**config.mk**
```make
export PLATFORM = sky130hd
export DESIGN_NAME = pixel_readout_scheduler
export DESIGN_NICKNAME = d
export VERILOG_FILES = /design/src/rtl/pixel_readout_pkg.sv /design/src/rtl/pixel_readout_scheduler_counter.sv /design/src/rtl/pixel_readout_scheduler.sv
export SDC_FILE = /design/constraint.sdc
export NUM_CORES = 1
export LEC_CHECK = 0
export BUFFER_PORTS_ARGS = -buffer_cell sky130_fd_sc_hd__clkbuf_2
export CAP_MARGIN = 30
export CORE_UTILIZATION = 42
export DETAILED_ROUTE_END_ITERATION = 10
export PLACE_DENSITY = 0.76
export SETUP_SLACK_MARGIN = 0.4
export SYNTH_ARGS = -nofsm -noshare
export SYNTH_HDL_FRONTEND = slang
export SYNTH_SLANG_ARGS = --single-unit
```
**constraint.sdc**
```tcl
create_clock -name SYSTEM_CLK -period 1.59 [get_ports SYSTEM_CLK]
set_input_delay 0 -clock SYSTEM_CLK [delete_from_list [all_inputs] [get_ports SYSTEM_CLK]]
set_output_delay 0 -clock SYSTEM_CLK [all_outputs]
set_load 0.005 [all_outputs]
```
**src/rtl/pixel_readout_pkg.sv**
```systemverilog
// Shared types and sizing helpers for the pixel readout scheduler.
//   state_t            : readout FSM states
//   calc_words()       : bus words per frame (WIDTH*HEIGHT/pixels per word)
//   calc_index_width() : width of the word index, never less than 1 bit
package pixel_readout_pkg;

    typedef enum logic [2:0] {
        StIdle,
        StRst,
        StSel,
        StSettle,
        StPresent,
        StDone
    } state_t;

    function automatic int unsigned calc_words(input int unsigned width,
                                               input int unsigned height,
                                               input int unsigned pix_per_word);
        return (width * height) / pix_per_word;
    endfunction

    function automatic int unsigned calc_index_width(input int unsigned width,
                                                     input int unsigned height,
                                                     input int unsigned pix_per_word);
        int unsigned words;
        words = calc_words(width, height, pix_per_word);
        return (words > 1) ? $clog2(words) : 1;
    endfunction

endpackage

```
**src/rtl/pixel_readout_scheduler_counter.sv**
```systemverilog
// readout_word_counter: word index counter and settle down-counter.
//   clk_i, rst_ni    : clock, asynchronous active-low reset
//   word_clear_i     : force the word index to 0 (wins over increment)
//   word_inc_i       : advance to the next word; holds at WORDS-1
//   word_index_o     : current word index (registered)
//   word_last_o      : word index is WORDS-1
//   settle_load_i    : load SETTLE_CYCLES into the settle counter
//   settle_en_i      : count the settle counter down
//   settle_last_o    : settle counter is on its final cycle
module readout_word_counter
    import pixel_readout_pkg::*;
#(
    parameter int unsigned WORDS         = 1000,
    parameter int unsigned IDX_W         = 10,
    parameter int unsigned SETTLE_CYCLES = 2,
    parameter int unsigned CNT_W         = 2
) (
    input  logic             clk_i,
    input  logic             rst_ni,
    input  logic             word_clear_i,
    input  logic             word_inc_i,
    output logic [IDX_W-1:0] word_index_o,
    output logic             word_last_o,
    input  logic             settle_load_i,
    input  logic             settle_en_i,
    output logic             settle_last_o
);

    logic [IDX_W-1:0] word_d, word_q;
    logic [CNT_W-1:0] settle_d, settle_q;

    assign word_index_o  = word_q;
    assign word_last_o   = (word_q == IDX_W'(WORDS - 1));
    assign settle_last_o = (settle_q == CNT_W'(1));

    always_comb begin
        word_d = word_q;
        if (word_clear_i) begin
            word_d = '0;
        end else if (word_inc_i && !word_last_o) begin
            // Saturate at the last word so the index never wraps mid-frame
            word_d = word_q + IDX_W'(1);
        end
    end

    always_comb begin
        settle_d = settle_q;
        if (settle_load_i) begin
            settle_d = CNT_W'(SETTLE_CYCLES);
        end else if (settle_en_i && (settle_q != '0)) begin
            settle_d = settle_q - CNT_W'(1);
        end
    end

    always_ff @(posedge clk_i or negedge rst_ni) begin
        if (!rst_ni) begin
            word_q   <= '0;
            settle_q <= '0;
        end else begin
            word_q   <= word_d;
            settle_q <= settle_d;
        end
    end

endmodule

```
**src/rtl/pixel_readout_scheduler.sv**
```systemverilog
// Frame readout sequencer: strobes the pixel array read bus word by word,
// waits SETTLE_CYCLES per word, captures the bus and hands it downstream
// with a valid/ready handshake.
//   SYSTEM_CLK, SYSTEM_RESET : clock, asynchronous active-low reset
//   START, ABORT             : frame request, synchronous abort
//   DATA_IN, DATA_READY      : array read bus, downstream ready
//   READ_RESET, READ_CLK_IN  : array read-bus reset and word-select strobes
//   DATA_OUT, DATA_VALID     : held word and its valid flag
//   WORD_INDEX               : index of the word being read/presented
//   BUSY, FRAME_DONE         : not idle, end-of-frame pulse
//   OVERRUN                  : sticky, START seen while busy
module pixel_readout_scheduler
    import pixel_readout_pkg::*;
#(
    parameter int unsigned WIDTH                  = 100,
    parameter int unsigned HEIGHT                 = 100,
    parameter int unsigned OUTPUT_BUS_PIXEL_WIDTH = 10,
    parameter int unsigned BIT_DEPTH              = 10,
    parameter int unsigned SETTLE_CYCLES          = 2
) (
    input  logic SYSTEM_CLK,
    input  logic SYSTEM_RESET,
    input  logic START,
    input  logic ABORT,
    input  logic [OUTPUT_BUS_PIXEL_WIDTH*BIT_DEPTH-1:0] DATA_IN,
    input  logic DATA_READY,
    output logic READ_RESET,
    output logic READ_CLK_IN,
    output logic [OUTPUT_BUS_PIXEL_WIDTH*BIT_DEPTH-1:0] DATA_OUT,
    output logic DATA_VALID,
    output logic [calc_index_width(WIDTH, HEIGHT, OUTPUT_BUS_PIXEL_WIDTH)-1:0] WORD_INDEX,
    output logic BUSY,
    output logic FRAME_DONE,
    output logic OVERRUN
);

    localparam int unsigned WORDS = calc_words(WIDTH, HEIGHT, OUTPUT_BUS_PIXEL_WIDTH);
    localparam int unsigned IDX_W = calc_index_width(WIDTH, HEIGHT, OUTPUT_BUS_PIXEL_WIDTH);
    localparam int unsigned CNT_W = $clog2(SETTLE_CYCLES + 1);

    if ((WORDS * OUTPUT_BUS_PIXEL_WIDTH != WIDTH * HEIGHT) || (SETTLE_CYCLES < 1))
    begin : g_param_check
        $error("pixel_readout_scheduler: frame must split into whole words, SETTLE_CYCLES >= 1");
    end

    state_t state_q;

    logic word_clear, word_inc, word_last;
    logic settle_load, settle_en, settle_last;

    // Index returns to 0 on leaving DONE, or at once on abort
    assign word_clear  = ABORT || (state_q == StDone);
    assign word_inc    = (state_q == StPresent) && DATA_READY && !ABORT;
    assign settle_load = (state_q == StSel);
    assign settle_en   = (state_q == StSettle);

    readout_word_counter #(
        .WORDS        (WORDS),
        .IDX_W        (IDX_W),
        .SETTLE_CYCLES(SETTLE_CYCLES),
        .CNT_W        (CNT_W)
    ) u_counter (
        .clk_i        (SYSTEM_CLK),
        .rst_ni       (SYSTEM_RESET),
        .word_clear_i (word_clear),
        .word_inc_i   (word_inc),
        .word_index_o (WORD_INDEX),
        .word_last_o  (word_last),
        .settle_load_i(settle_load),
        .settle_en_i  (settle_en),
        .settle_last_o(settle_last)
    );

    // Outputs are registered together with the state they belong to, so each
    // transition sets the output values of the state being entered.
    always_ff @(posedge SYSTEM_CLK or negedge SYSTEM_RESET) begin
        if (!SYSTEM_RESET) begin
            state_q     <= StIdle;
            READ_RESET  <= 1'b0;
            READ_CLK_IN <= 1'b0;
            DATA_OUT    <= '0;
            DATA_VALID  <= 1'b0;
            BUSY        <= 1'b0;
            FRAME_DONE  <= 1'b0;
            OVERRUN     <= 1'b0;
        end else begin
            READ_RESET  <= 1'b0;
            READ_CLK_IN <= 1'b0;
            FRAME_DONE  <= 1'b0;
            if (ABORT) begin
                state_q    <= StIdle;
                DATA_VALID <= 1'b0;
                BUSY       <= 1'b0;
                OVERRUN    <= 1'b0;
            end else begin
                // DONE counts as busy, so a START there is dropped too
                if (START && (state_q != StIdle)) begin
                    OVERRUN <= 1'b1;
                end
                case (state_q)
                    StIdle: begin
                        if (START) begin
                            state_q    <= StRst;
                            READ_RESET <= 1'b1;
                            BUSY       <= 1'b1;
                        end
                    end
                    StRst: begin
                        state_q     <= StSel;
                        READ_CLK_IN <= 1'b1;
                    end
                    StSel: begin
                        state_q <= StSettle;
                    end
                    StSettle: begin
                        if (settle_last) begin
                            state_q    <= StPresent;
                            DATA_OUT   <= DATA_IN;
                            DATA_VALID <= 1'b1;
                        end
                    end
                    StPresent: begin
                        if (DATA_READY) begin
                            DATA_VALID <= 1'b0;
                            if (word_last) begin
                                state_q    <= StDone;
                                FRAME_DONE <= 1'b1;
                            end else begin
                                state_q     <= StSel;
                                READ_CLK_IN <= 1'b1;
                            end
                        end
                    end
                    StDone: begin
                        state_q <= StIdle;
                        BUSY    <= 1'b0;
                    end
                    default: begin
                        state_q    <= StIdle;
                        DATA_VALID <= 1'b0;
                        BUSY       <= 1'b0;
                    end
                endcase
            end
        end
    end

endmodule

```
Word-level counts from Yosys, hierarchy flattened
Index checks and enable logic that the tools add are counted.
- register bits after elaboration: 121
- output and inout bits: 116
- word-level logic and storage cells: 75
- $add $sub $neg: 2
- equality and inequality tests: 12
- mux-type cells: 30
- bitwise logic cells: 1
- reduce and logical (&&, ||, !) cells: 20
- operator list (kind ; number):
    10-bit two-way mux ; 2
    1-bit two-way mux ; 17
    3-bit two-way mux ; 5
    3-bit case mux with 5 select lines ; 1
    10-bit by 1-bit adder with 10-bit output (second input constant) ; 1
    10-bit equality test (second input constant) ; 1
    3-bit != test (second input constant) ; 3
    3-bit AND reduction ; 3
    2-bit nonzero test ; 4
    4-bit OR reduction ; 2
    3-bit by 2-bit equality test with 1-bit output (second input constant) ; 2
    3-bit equality test (second input constant) ; 2
    1-bit logical AND ; 5
    2-bit two-way mux ; 2
    2-bit by 1-bit != test with 1-bit output (second input constant) ; 2
    1-bit case mux with 2 select lines ; 2
    3-bit by 1-bit equality test with 1-bit output (second input constant) ; 1
    3-bit zero test ; 1
    1-bit case mux with 3 select lines ; 1
    3-bit nonzero test ; 1
    2-bit by 1-bit equality test with 1-bit output (second input constant) ; 1
    1-bit zero test ; 2
    2-bit AND reduction ; 1
    2-bit by 1-bit subtractor with 2-bit output (second input constant) ; 1
    other kinds (2) ; 2

Depth between registers and ports, before layout
Gate-level depths: netlist (run 1).
- word-level depth: 6
- depth in mapped cells: 6

By module
Synthesis (run 1) repeated with hierarchy kept, for this count alone.
- cells, all modules: 328
- area, all modules: 4994.8 µm²
- by module, submodules not included (module ; times used ; cells an instance ; area each (µm²) ; seq. area each (µm²)):
    pixel_readout_scheduler ; 1 ; 259 ; 4311.6 ; 2727.6
    readout_word_counter ; 1 ; 69 ; 683.2 ; 300.3

Worst setup path before layout (run 1)
No wires, ideal clock.
- path type: reg2reg
- start point: register state_q[2]
- end point: register DATA_OUT[16]
- arrival time: 1638 ps
- data required time: 1465 ps
- slack: -173 ps
- cell stages (with the launch flop): 7
- buffers on the path: 2
- clock period less this slack: 1763 ps
- path through: dfrtp_1 > buf_2 > and2b_1 > nand3_1 > nor2_4 > buf_4 > mux2_2
- cells in the longest elaborated chain, start to end: 2
- RTL lines (item ; RTL line ; text):
    from (decl) ; pixel_readout_scheduler.sv:46 ; state_t state_q;
    from (signal assigned) ; pixel_readout_scheduler.sv:78 ; state_q <= StIdle;
    from (signal assigned) ; pixel_readout_scheduler.sv:91 ; state_q <= StIdle;
    from (signal assigned) ; pixel_readout_scheduler.sv:103 ; state_q <= StRst;
    3-bit by 2-bit equality test with 1-bit output ; pixel_readout_scheduler.sv:100 ; case (state_q)
    3-bit AND reduction (no line) ; - ;
    to (signal assigned) ; pixel_readout_scheduler.sv:81 ; DATA_OUT <= '0;
    to (signal assigned) ; pixel_readout_scheduler.sv:118 ; DATA_OUT <= DATA_IN;
    to (decl) ; pixel_readout_scheduler.sv:29 ; output logic [OUTPUT_BUS_PIXEL_WIDTH*BIT_DEPTH-1:0] DATA_OUT,
No other way between the ends.
A chain may end at the register's enable or synchronous reset.

Final worst setup path (run 1)
- start point: register state_q[2]
- end point: register DATA_OUT[6]
The elaborated chain is that of the path after synthesis.

==> results of run 1 <==
==> power by group <==
group,leakage [nW],switching (mW),internal (mW)
Sequential,1.57,0.194,3.35
Clock,0.287,1.39,2.48
Combinational,2.80,0.680,1.01
Total,4.66,2.26,6.84
==> flip-flops by register name, summed over array words and instances, names as in the netlist <==
register	cells
DATA_VALID	1
READ_RESET	1
FRAME_DONE	1
READ_CLK_IN	1
u_counter.word_index_o	10
OVERRUN	1
DATA_OUT	100
u_counter.settle_q	2
BUSY	1
state_q	3
==> repair_timing <==
item	4_1_cts	5_1_grt
setup buffers	16	13
resized for setup	125	68
pin swaps	15	16
setup endpoints to repair	119	122
endpoints found under the hold margin	143	0
hold buffers	103	0
gates cloned	9	2
==> cells by family (layout without fill, tap and decap cells) <==
logic type | count (synthesis) | in the layout | synth area share, %
mux | 103 | 103 | 23.8
flops | 121 | 121 | 62.2
fa+ha+maj | 3 | 3 | 0.771
compound gates | 31 | 31 | 4.19
buf+inv | 22 | 436 | 2.52
simple gates | 52 | 52 | 6.60
==> cells in the final DEF (no fill, tap or decap), types with 3 or more instances in the layout <==
master and instances:
nand2_1 7, clkinv_2 5, dfrtp_1 118, buf_16 10, clkbuf_1 4, buf_12 12
clkbuf_16 19, nor2_4 3, buf_8 5, buf_6 26, or3_1 3, a21oi_2 5
buf_4 23, clkbuf_2 218, o21ai_0 5, o21ai_1 3, bufinv_16 3, inv_1 4
dlygate4sd3_1 103, mux2_4 101, nor2_1 5, nand4_1 3, dfrtp_2 3
==> final timing paths <==
check,from,to,slack (ns),depth (start not counted)
max,state_q[2],DATA_OUT[6],-0.21,7
min,DATA_READY,DATA_VALID,0.08,5
max reg2reg,state_q[2],DATA_OUT[6],-0.21,7
min reg2reg,DATA_OUT[53],DATA_OUT[53],0.51,1
max in group asynchronous,SYSTEM_RESET,DATA_OUT[99],0.86,3
min in group asynchronous,SYSTEM_RESET,u_counter.word_index_o[4],0.15,2
==> stage by stage <==
step	setup TNS, ns	total power, mW	hold WS, ns
finish	-13.09	9.11	0.0826
CTS	-7.67	8.85	0.0252
detailed placement	-5.37	4.60	0.0491
floorplan	-8.18	3.97	-0.296
global route	-17.97	9.41	0.0795
global placement	-1.51	4.53	0.0383
==> critical path, stage by stage, from the launching register on <==
cell,delay (ns)
dfrtp_1,0.39
and2b_2,0.25
nand3_4,0.09
nor2_4,0.11
buf_12,0.15
buf_16,0.17
clkbuf_16,0.18
mux2_4,0.31
==> per-layer routing <==
layer | wire [um] | share of wire (%)
met5 | 0 | 0
met4 | 709 | 3.6
met3 | 1310 | 6.7
met2 | 10200 | 52
met1 | 7300 | 37
==> layout make-up <==
| class | instances | area [um^2] |
|---|---|---|
| Tap cell | 140 | 175 |
| Clock inverter | 9 | 124 |
| Inverter | 6 | 25.0 |
| Multi-Input combinational cell | 189 | 2370 |
| Fill cell | 529 | 1670 |
| Clock buffer | 22 | 454 |
| Sequential cell | 121 | 3030 |
| Timing Repair Buffer | 399 | 3230 |
==> qor.txt, run 1 <==
======================================================================================
Final number of setup-violating endpoints                                          108
Reported leakage power                                                         4.66 nW
Layout-stage area growth over the synthesis result                               93.1%
Effective utilization at floorplan                                               44.0%
Data arrival time of the critical path                                         2.08 ns
Seq cells post-synth                                                               121
Clock latency of the later-clocked register in the worst-skew pair             0.42 ns
Final worst path period share                                                     113%
Summed instance area of the synthesized netlist                              4870 um^2
Violations in the final reports                                           negative setup slack
Met2 track utilization from global routing                                       55.2%
Max Fanout on Critical Path                                                          8
Syn Nets                                                                           440
Register area share after synthesis                                              62.2%
Most frequent cell after synthesis                                             dfrtp_1
Final routed DRC violation total                                                     0
Global-route wire length before repair                                        26200 um
Core Util, Final                                                                 84.9%
Clock slew at the register clock pins of the worst setup and hold paths        0.05 ns
Instance count after placement with tap cells included                             712
Per-instance average area after synthesis                                    14.7 um^2
Number of enable flip-flop cells after synthesis                                     0
H-tree level count                                                                   4
DRT Wirelength                                                                19600 um
Post-synth ARST share                                                             100%
Final net count                                                                    842
Most numerous cell types in the synthesized netlist                       dfrtp_1, mux2_2, buf_4, mux2_1, o21ai_0
Maximum root-to-sink buffer count                                                    2
Area of placed instances                                                     6510 um^2
Router iterations before antenna repair                                              4
Overall fraction of global-route tracks in use                                   30.5%
Sink Count                                                                         121
Worst Setup End Kind                                                              flop
Pre-CTS worst setup slack                                                    -0.181 ns
Number of global-route vias before repair                                         4779
Via count                                                                         4647
Final number of hold-violating endpoints                                             0
Num ports                                                                          221
Cell accounting for the most synthesized area                                  dfrtp_1
Largest net degree at the start of global routing                                   42
Non-Filler Cell Area, Final                                                  9410 um^2
Commonest register cell after synthesis                                        dfrtp_1
Violation count after the first detailed-routing iteration                         260
Worst rel slew slack                                                             58.4%
Die H                                                                           110 um
Antenna diode count                                                                  0
Wirelength per Cell                                                            22.1 um
Area contributors post-synth                                              dfrtp_1, mux2_2, mux2_1, buf_4, o21ai_0
Tightest Pin Transition                                                       0.623 ns
Avg Vias per Cell                                                                 5.24
Fraction of layout cells with a size suffix above 1                              62.9%
Slew Viols, Final                                                                    0
Most congested layer reported by global routing                                   met2
GR met3 Demand/Resource                                                          8.06%
Required time worst endpoint                                                   1.87 ns
Result of the run                                                         complete, but fails checks
Classification of the worst setup path                                    flop to flop
Worst path setup slack after routing                                         -0.207 ns
Area inside the core boundary                                               11100 um^2
Cell Count, Final, Fillers Out                                                     886
Num rows                                                                            38
Post-detail-place hpwl                                                         9070 um
Placer's final routability congestion estimate                                   0.854
Power density relative to cell area                                        968 nW/um^2
Worst Clk Skew                                                               0.0142 ns
Chip width                                                                      110 um
Category of the worst setup path launch point                                     flop
Antenna violations before repair                                                     0
Tmin final                                                                     1.80 ns
RSZ-0062 raised after global routing                                              true
Die Footprint                                                               12000 um^2
Count of maximum capacitance violations                                              0
TritonCTS clock tree                                                               yes
Maximum vdd drop                                                              0.902 mV
Routed Antenna Nets                                                                  0
Worst Hold Class                                                          input pin to flop
Highest clock frequency the design can meet                                    556 MHz
Number of unique standard cell types used by synthesis                              45
Count of buffers from port buffering                                               220
Overall overflow remaining after global route                                        0
Post-synth top area share                                                        62.2%
Synthesized netlist cell count                                                     332
Num CTS Buffers                                                                     17
Global-route met1 utilization                                                    33.8%
Cell at the root of the clock tree                                           clkbuf_16
Count of warnings emitted by yosys                                                   0
======================================================================================
Power figures use the tool's default switching activity.
==> inputs of run 2 (changes only) <==
--- a/config.mk
+++ b/config.mk
@@ -7,9 +7,9 @@
 export LEC_CHECK = 0
 export BUFFER_PORTS_ARGS = -buffer_cell sky130_fd_sc_hd__clkbuf_2
 export CAP_MARGIN = 30
-export CORE_UTILIZATION = 42
+export CORE_UTILIZATION = 45
 export DETAILED_ROUTE_END_ITERATION = 10
-export PLACE_DENSITY = 0.76
+export PLACE_DENSITY = 0.77
 export SETUP_SLACK_MARGIN = 0.4
 export SYNTH_ARGS = -nofsm -noshare
 export SYNTH_HDL_FRONTEND = slang
==> constraint.sdc (replaced) <==
create_clock -name SYSTEM_CLK -period 2.2 [get_ports SYSTEM_CLK]
set_input_delay 0 -clock SYSTEM_CLK [delete_from_list [all_inputs] [get_ports SYSTEM_CLK]]
set_output_delay 0 -clock SYSTEM_CLK [all_outputs]
set_load 0.005 [all_outputs]
==> qor.txt, run 2 (synthesized netlist as in run 1, its figures left out) <==
======================================================================================
Routed Antenna Nets                                                                  0   unchanged
Overall fraction of global-route tracks in use                                   26.2%   -4.2 points
DRT Wirelength                                                                14700 um   -25%
Final worst path period share                                                    79.6%   -33 points
Final routed DRC violation total                                                     0   unchanged
Reported leakage power                                                         4.06 nW   -13%
Overall overflow remaining after global route                                        0   unchanged
RSZ-0062 raised after global routing                                              true
Count of buffers from port buffering                                               220   unchanged
Wirelength per Cell                                                            17.7 um   -20%
Num CTS Buffers                                                                     17   unchanged
Register name with the most flops                                             DATA_OUT
Tightest Pin Transition                                                       0.589 ns   -0.0343 ns
Post-detail-place hpwl                                                         8030 um   -11%
Tmin final                                                                     1.75 ns   -0.0467 ns
Antenna diode count                                                                  0   unchanged
Most common library cell in the layout ignoring fill and taps                 clkbuf_2
Result of the run                                                         finished clean
Aggregate negative setup slack                                                    0 ns   +13.09 ns
Clock slew at the register clock pins of the worst setup and hold paths        0.06 ns   about the same
Die Footprint                                                               11200 um^2   -6.5%
Sum of internal, switching and leakage power                                   6.24 mW   -31%
Required time worst endpoint                                                   2.60 ns   +0.73 ns
Classification of the worst setup path                                    flop to flop
Num rows                                                                            37   -2.6%
Cell at the root of the clock tree                                            clkbuf_8
Final number of setup-violating endpoints                                            0   -100%
Avg Vias per Cell                                                                 5.07   -3.3%
Number of global-route vias before repair                                         4525   -5.3%
Power density relative to cell area                                        777 nW/um^2   -20%
Most frequent cells in the layout                                         clkbuf_2, dfrtp_1, dlygate4sd3_1
Final net count                                                                    789   -6.3%
Highest clock frequency the design can meet                                    571 MHz   +2.7%
Maximum vdd drop                                                              0.401 mV   -56%
Category of the worst setup path launch point                                     flop
TritonCTS clock tree                                                               yes
Maximum root-to-sink buffer count                                                    2   unchanged
Num ports                                                                          221   unchanged
Effective utilization at floorplan                                               46.8%   +2.8 points
Via count                                                                         4208   -9.4%
Violation count after the first detailed-routing iteration                         128   -51%
Placer's final routability congestion estimate                                   0.857   +0.35%
Worst Setup End Kind                                                              flop
Count of maximum capacitance violations                                              0   unchanged
Largest net degree at the start of global routing                                   46   +9.5%
Worst rel slew slack                                                             60.7%   +2.3 points
Fraction of layout cells with a size suffix above 1                              53.9%   -9.0 points
Final number of hold-violating endpoints                                             0   unchanged
Data arrival time of the critical path                                         2.15 ns   +0.07 ns
Router iterations before antenna repair                                              4   unchanged
Sink Count                                                                         121   unchanged
Worst Hold Class                                                          input pin to async pin
Global-route wire length before repair                                        22500 um   -14%
Antenna violations before repair                                                     0   unchanged
Layout-stage area growth over the synthesis result                               64.9%
Clock latency of the later-clocked register in the worst-skew pair             0.52 ns   +0.10 ns
Number of flip-flops under the largest register name                               100   unchanged
Chip width                                                                      106 um   -3.3%
Slew Viols, Final                                                                    0   unchanged
Worst Clk Skew                                                              0.00823 ns   -0.00596 ns
Area inside the core boundary                                               10400 um^2   -6.0%
Max Fanout on Critical Path                                                         27   +19
Die H                                                                           106 um   -3.3%
H-tree level count                                                                   4   unchanged
======================================================================================
[run 2: cell types whose count changed in the layout (fill, tap and decap cells not counted), moves of 4 or more]
cell     previous run  this run
a21oi_2             5         0
mux2_4            101         0
mux2_2              0        91
buf_16             10         2
buf_6              26         3
buf_4              23        12
o21ai_0             5         9
mux2_1              0        10
buf_12             12         2
buf_8               5         0
a21oi_1             1         6
[run 2: where the power goes]
part / total, mW / internal [mW] / leakage [nW] / switching, mW
Combinational: 0.859 / 0.503 / 2.20 / 0.356
Sequential: 2.54 / 2.42 / 1.57 / 0.123
Clock: 2.84 / 1.86 / 0.293 / 0.986
[run 2: final timing paths]
kind | start | end | slack (ns) | cells past startpoint
max | state_q[2] | DATA_OUT[16] | 0.45 | 5
max in group asynchronous | SYSTEM_RESET | READ_RESET | 1.48 | 3
min reg2reg | DATA_OUT[19] | DATA_OUT[19] | 0.49 | 1
max reg2reg | state_q[2] | DATA_OUT[16] | 0.45 | 5
min in group SYSTEM_CLK | DATA_IN[66] | DATA_OUT[66] | 0.25 | 3
min | SYSTEM_RESET | DATA_OUT[66] | 0.02 | 2
[run 2: layer usage]
layer	wire length, um	vias up	GRT usage [%]	share of wire [%]
li1	-	1897	-	-
met1	5460	2111	27.4	37
met2	8060	173	49.2	55
met3	812	27	6.68	5.5
met4	357	0	11.8	2.4
met5	0	-	0	0
[run 2: stage by stage]
stage | setup WS [ns] | std cells | cell area (um^2) | hold slack (ns) | utilization [%]
final | 0.449 | 830 | 8030 | 0.0235 | 77.1
after global routing | 0.369 | 830 | 8030 | 0.0746 | 77.1
after CTS | 0.405 | 824 | 7930 | 0.0296 | 76.2
after detailed placement | 0.301 | 682 | 6160 | 0.0494 | 59.1
after global placement | 0.315 | 682 | 6160 | 0.0337 | 59.1
after floorplan | 0.437 | 332 | 4870 | -0.296 | -
[run 2: worst max-delay path: stages, from the launching register on]
cell and delay, ns:
dfrtp_1 0.39, and2b_2 0.24, nand3_2 0.11, nor2_4 0.16
bufbuf_16 0.36, mux2_2 0.36
[run 2: area by class of cell]
cell class | instances | area [um^2]
flip-flops and latches | 121 | 3030
repair buffers | 346 | 2450
fillers | 619 | 2380
multi-input cells | 189 | 1750
clock buffers | 19 | 432
clock inverters | 13 | 176
well taps | 136 | 170
inverters | 6 | 22.5
[run 2: what timing repair did]
| action | CTS | global route |
|---|---|---|
| endpoints found under the hold margin | 212 | 0 |
| buffers inserted | 3 | 3 |
| resized for setup | 8 | 5 |
| cloned | 2 | 3 |
| hold buffers | 105 | 0 |
| setup endpoints to repair | 109 | 90 |
| pin swaps | 2 | 2 |
==> inputs of run 3 (changes only) <==
--- a/config.mk
+++ b/config.mk
@@ -5,11 +5,12 @@
 export SDC_FILE = /design/constraint.sdc
 export NUM_CORES = 1
 export LEC_CHECK = 0
+export ABC_AREA = 1
 export BUFFER_PORTS_ARGS = -buffer_cell sky130_fd_sc_hd__clkbuf_2
 export CAP_MARGIN = 30
-export CORE_UTILIZATION = 45
+export CORE_UTILIZATION = 43
 export DETAILED_ROUTE_END_ITERATION = 10
-export PLACE_DENSITY = 0.77
+export PLACE_DENSITY = 0.76
 export SETUP_SLACK_MARGIN = 0.4
 export SYNTH_ARGS = -nofsm -noshare
 export SYNTH_HDL_FRONTEND = slang
==> constraint.sdc (replaced) <==
create_clock -name SYSTEM_CLK -period 1.4 [get_ports SYSTEM_CLK]
set_input_delay 0 -clock SYSTEM_CLK [delete_from_list [all_inputs] [get_ports SYSTEM_CLK]]
set_output_delay 0 -clock SYSTEM_CLK [all_outputs]
set_load 0.005 [all_outputs]
==> qor.txt, run 3 <==
======================================================================================
Largest net degree at the start of global routing                                   62   +35%
Worst Hold Class                                                          input pin to flop
Register name with the most flops                                             DATA_OUT
Overall fraction of global-route tracks in use                                   27.3%   +1.0 points
Fraction of power spent switching nets                                           31.5%   +8.0 points
Seq cells post-synth                                                               121   unchanged
Num CTS Buffers                                                                     17   unchanged
Router iterations before antenna repair                                              9   +5
Register-to-register path setup slack                                         -0.08 ns   -0.53 ns
Sum of internal, switching and leakage power                                   13.9 mW   +120%
Count of buffers from port buffering                                               220   unchanged
Most numerous cell types in the synthesized netlist                       nand2_1, dfrtp_1, nand3_1
Number of flip-flops under the largest register name                               100   unchanged
Power density relative to cell area                                       1490 nW/um^2   +92%
Layout-stage area growth over the synthesis result                               78.6%
Number of enable flip-flop cells after synthesis                                     0   unchanged
Tightest Pin Transition                                                       0.338 ns   -0.251 ns
Cell accounting for the most synthesized area                                  dfrtp_1
Area of placed instances                                                     6640 um^2   +7.8%
Num rows                                                                            39   +5.4%
Maximum root-to-sink buffer count                                                    2   unchanged
Clock slew at the register clock pins of the worst setup and hold paths        0.06 ns   about the same
Die Footprint                                                               12600 um^2   +12%
Num ports                                                                          221   unchanged
Result of the run                                                         complete, but fails checks
Instance count after placement with tap cells included                             961   +41%
Most common library cell in the layout ignoring fill and taps                 clkbuf_2
Clock group share of total power                                                 33.0%   -13 points
TritonCTS clock tree                                                               yes
Cell Count, Final, Fillers Out                                                    1134   +37%
Sink Count                                                                         121   unchanged
Antenna violations before repair                                                     1   +1
Final worst path period share                                                     106%   +26 points
Final number of setup-violating endpoints                                            9   +9
Commonest register cell after synthesis                                        dfrtp_1
Per-instance average area after synthesis                                    8.67 um^2   -41%
Overall overflow remaining after global route                                        0   unchanged
Count of warnings emitted by yosys                                                   0   unchanged
Via count                                                                         5981   +42%
Core Util, Final                                                                 80.2%   +3.1 points
Internal power contribution                                                    9.54 mW   +100%
Routed Antenna Nets                                                                  0   unchanged
Tmin final                                                                     1.48 ns   -0.272 ns
Reported leakage power                                                         5.09 nW   +25%
Wirelength per Cell                                                            17.3 um   -2.2%
Area contributors post-synth                                              dfrtp_1, nand2_1, nand3_1, buf_6, buf_4
Net switching power of the design                                              4.38 mW   +200%
Post-synth ARST share                                                             100%   unchanged
Number of unique standard cell types used by synthesis                              30   -33%
Proportion of power drawn by flip-flops and latches                              37.6%   -3.1 points
Clock latency of the later-clocked register in the worst-skew pair             0.41 ns   -0.11 ns
Post-synth top area share                                                        57.8%   -4.3 points
DRT Wirelength                                                                19600 um   +34%
Aggregate negative setup slack                                               -0.240 ns   -0.240 ns
Final routed DRC violation total                                                    16   +16
Classification of the worst setup path                                    flop to flop
Die H                                                                           112 um   +6.0%
Summed instance area of the synthesized netlist                              5240 um^2   +7.5%
Global-route wire length before repair                                        26700 um   +19%
Violation count after the first detailed-routing iteration                         491   +280%
Area inside the core boundary                                               11700 um^2   +12%
Maximum vdd drop                                                               1.08 mV   +170%
Violations in the final reports                                           design-rule violations, negative setup slack
Final number of hold-violating endpoints                                             0   unchanged
Data arrival time of the critical path                                         1.82 ns   -0.33 ns
Worst path setup slack after routing                                        -0.0785 ns   -0.528 ns
Placer's final routability congestion estimate                                   0.826   -3.6%
Avg Vias per Cell                                                                 5.27   +4.0%
Worst Setup End Kind                                                              flop
Required time worst endpoint                                                   1.74 ns   -0.86 ns
Worst Clk Skew                                                               0.0108 ns   +0.00254 ns
H-tree level count                                                                   4   unchanged
Most frequent cells in the layout                                         clkbuf_2, nand2_1, dfrtp_1
Slew Viols, Final                                                                    0   unchanged
Register area share after synthesis                                              57.8%   -4.3 points
RSZ-0062 raised after global routing                                              true
Count of maximum capacitance violations                                              0   unchanged
Highest clock frequency the design can meet                                    676 MHz   +18%
Final net count                                                                   1086   +38%
Chip width                                                                      112 um   +6.0%
Cell at the root of the clock tree                                           clkbuf_16
Syn Nets                                                                           712   +62%
Comb power frac                                                                  29.4%   +16 points
Most frequent cell after synthesis                                             nand2_1
Number of global-route vias before repair                                         5543   +22%
Max Fanout on Critical Path                                                          7   -74%
Category of the worst setup path launch point                                     flop
Worst rel slew slack                                                             77.5%   +17 points
Non-Filler Cell Area, Final                                                  9350 um^2   +16%
Post-detail-place hpwl                                                         9170 um   +14%
Synthesized netlist cell count                                                     604   +82%
Effective utilization at floorplan                                               44.9%   -1.9 points
Fraction of layout cells with a size suffix above 1                              43.9%   -10 points
======================================================================================
-- run 3: kinds of logic (layout without fill, tap and decap cells) --
logic type	count (synthesis)	in the layout	synth area share, %
simple gates	408	409	33.1
flops	121	121	57.8
buf+inv	57	442	6.50
compound gates	13	13	1.53
fa+ha+maj	3	3	0.717
xor+xnor	2	2	0.335
other cells	0	1	0
-- run 3: critical path, stage by stage (launching register included) --
cell	delay, ns
dfrtp_2	0.47
nor2_1	0.21
nand4_2	0.15
nor2_4	0.22
buf_4	0.16
nand3b_1	0.08
nand2_1	0.11
-- run 3: through the flow --
stage	setup WS [ns]	hold WS, ns
finish	-0.0785	0.0577
global route	-0.141	0.0644
global placement	0.0244	-0.194
CTS	0.0765	0.0221
detailed placement	0.000403	-0.194
floorplan	0.125	-0.296
-- run 3: power by group through the flow --
stage                     clock [mW]  combinational [mW]  sequential, mW
after floorplan                    0                1.42            5.13
after CTS                       4.64                3.47            5.06
after detailed placement           0                3.12            5.09
after global placement             0                3.03            5.07
final                           4.60                4.10            5.23
after global routing            4.82                4.46            5.33
-- run 3: path summary, 6_finish.rpt --
path,cells past startpoint,end,startpoint
setup / recovery,6,u_counter.word_index_o[4],state_q[0]
hold / removal,4,READ_RESET,ABORT
setup reg to reg,6,u_counter.word_index_o[4],state_q[0]
hold reg to reg,2,DATA_OUT[24],DATA_OUT[24]
max in group asynchronous,3,u_counter.word_index_o[9],SYSTEM_RESET
min in group asynchronous,3,u_counter.word_index_o[5],SYSTEM_RESET
-- run 3: layout make-up --
| cell class | instances | area, um^2 |
|---|---|---|
| multi-input cells | 427 | 2340 |
| repair buffers | 390 | 3090 |
| diodes | 1 | 2.50 |
| inverters | 21 | 80.1 |
| fillers | 688 | 2310 |
| clock inverters | 9 | 145 |
| well taps | 143 | 179 |
| clock buffers | 22 | 474 |
| flip-flops and latches | 121 | 3040 |
-- run 3: timing repair --
action / 4_1_cts / 5_1_grt
hold buffers: 105 / 0
endpoints found under the hold margin: 227 / 0
setup endpoints to repair: 131 / 131
setup buffers: 5 / 17
pin swaps: 4 / 19
resized for setup: 19 / 138
gates cloned: 4 / 10
-- run 3: layer usage --
| layer | routed length (um) | track usage, % | vias to the layer above |
|---|---|---|---|
| li1 | - | - | 2708 |
| met1 | 7570 | 32.2 | 2855 |
| met2 | 9820 | 45.7 | 338 |
| met3 | 1450 | 6.53 | 80 |
| met4 | 789 | 15.9 | 0 |
| met5 | 0 | 0 | - |
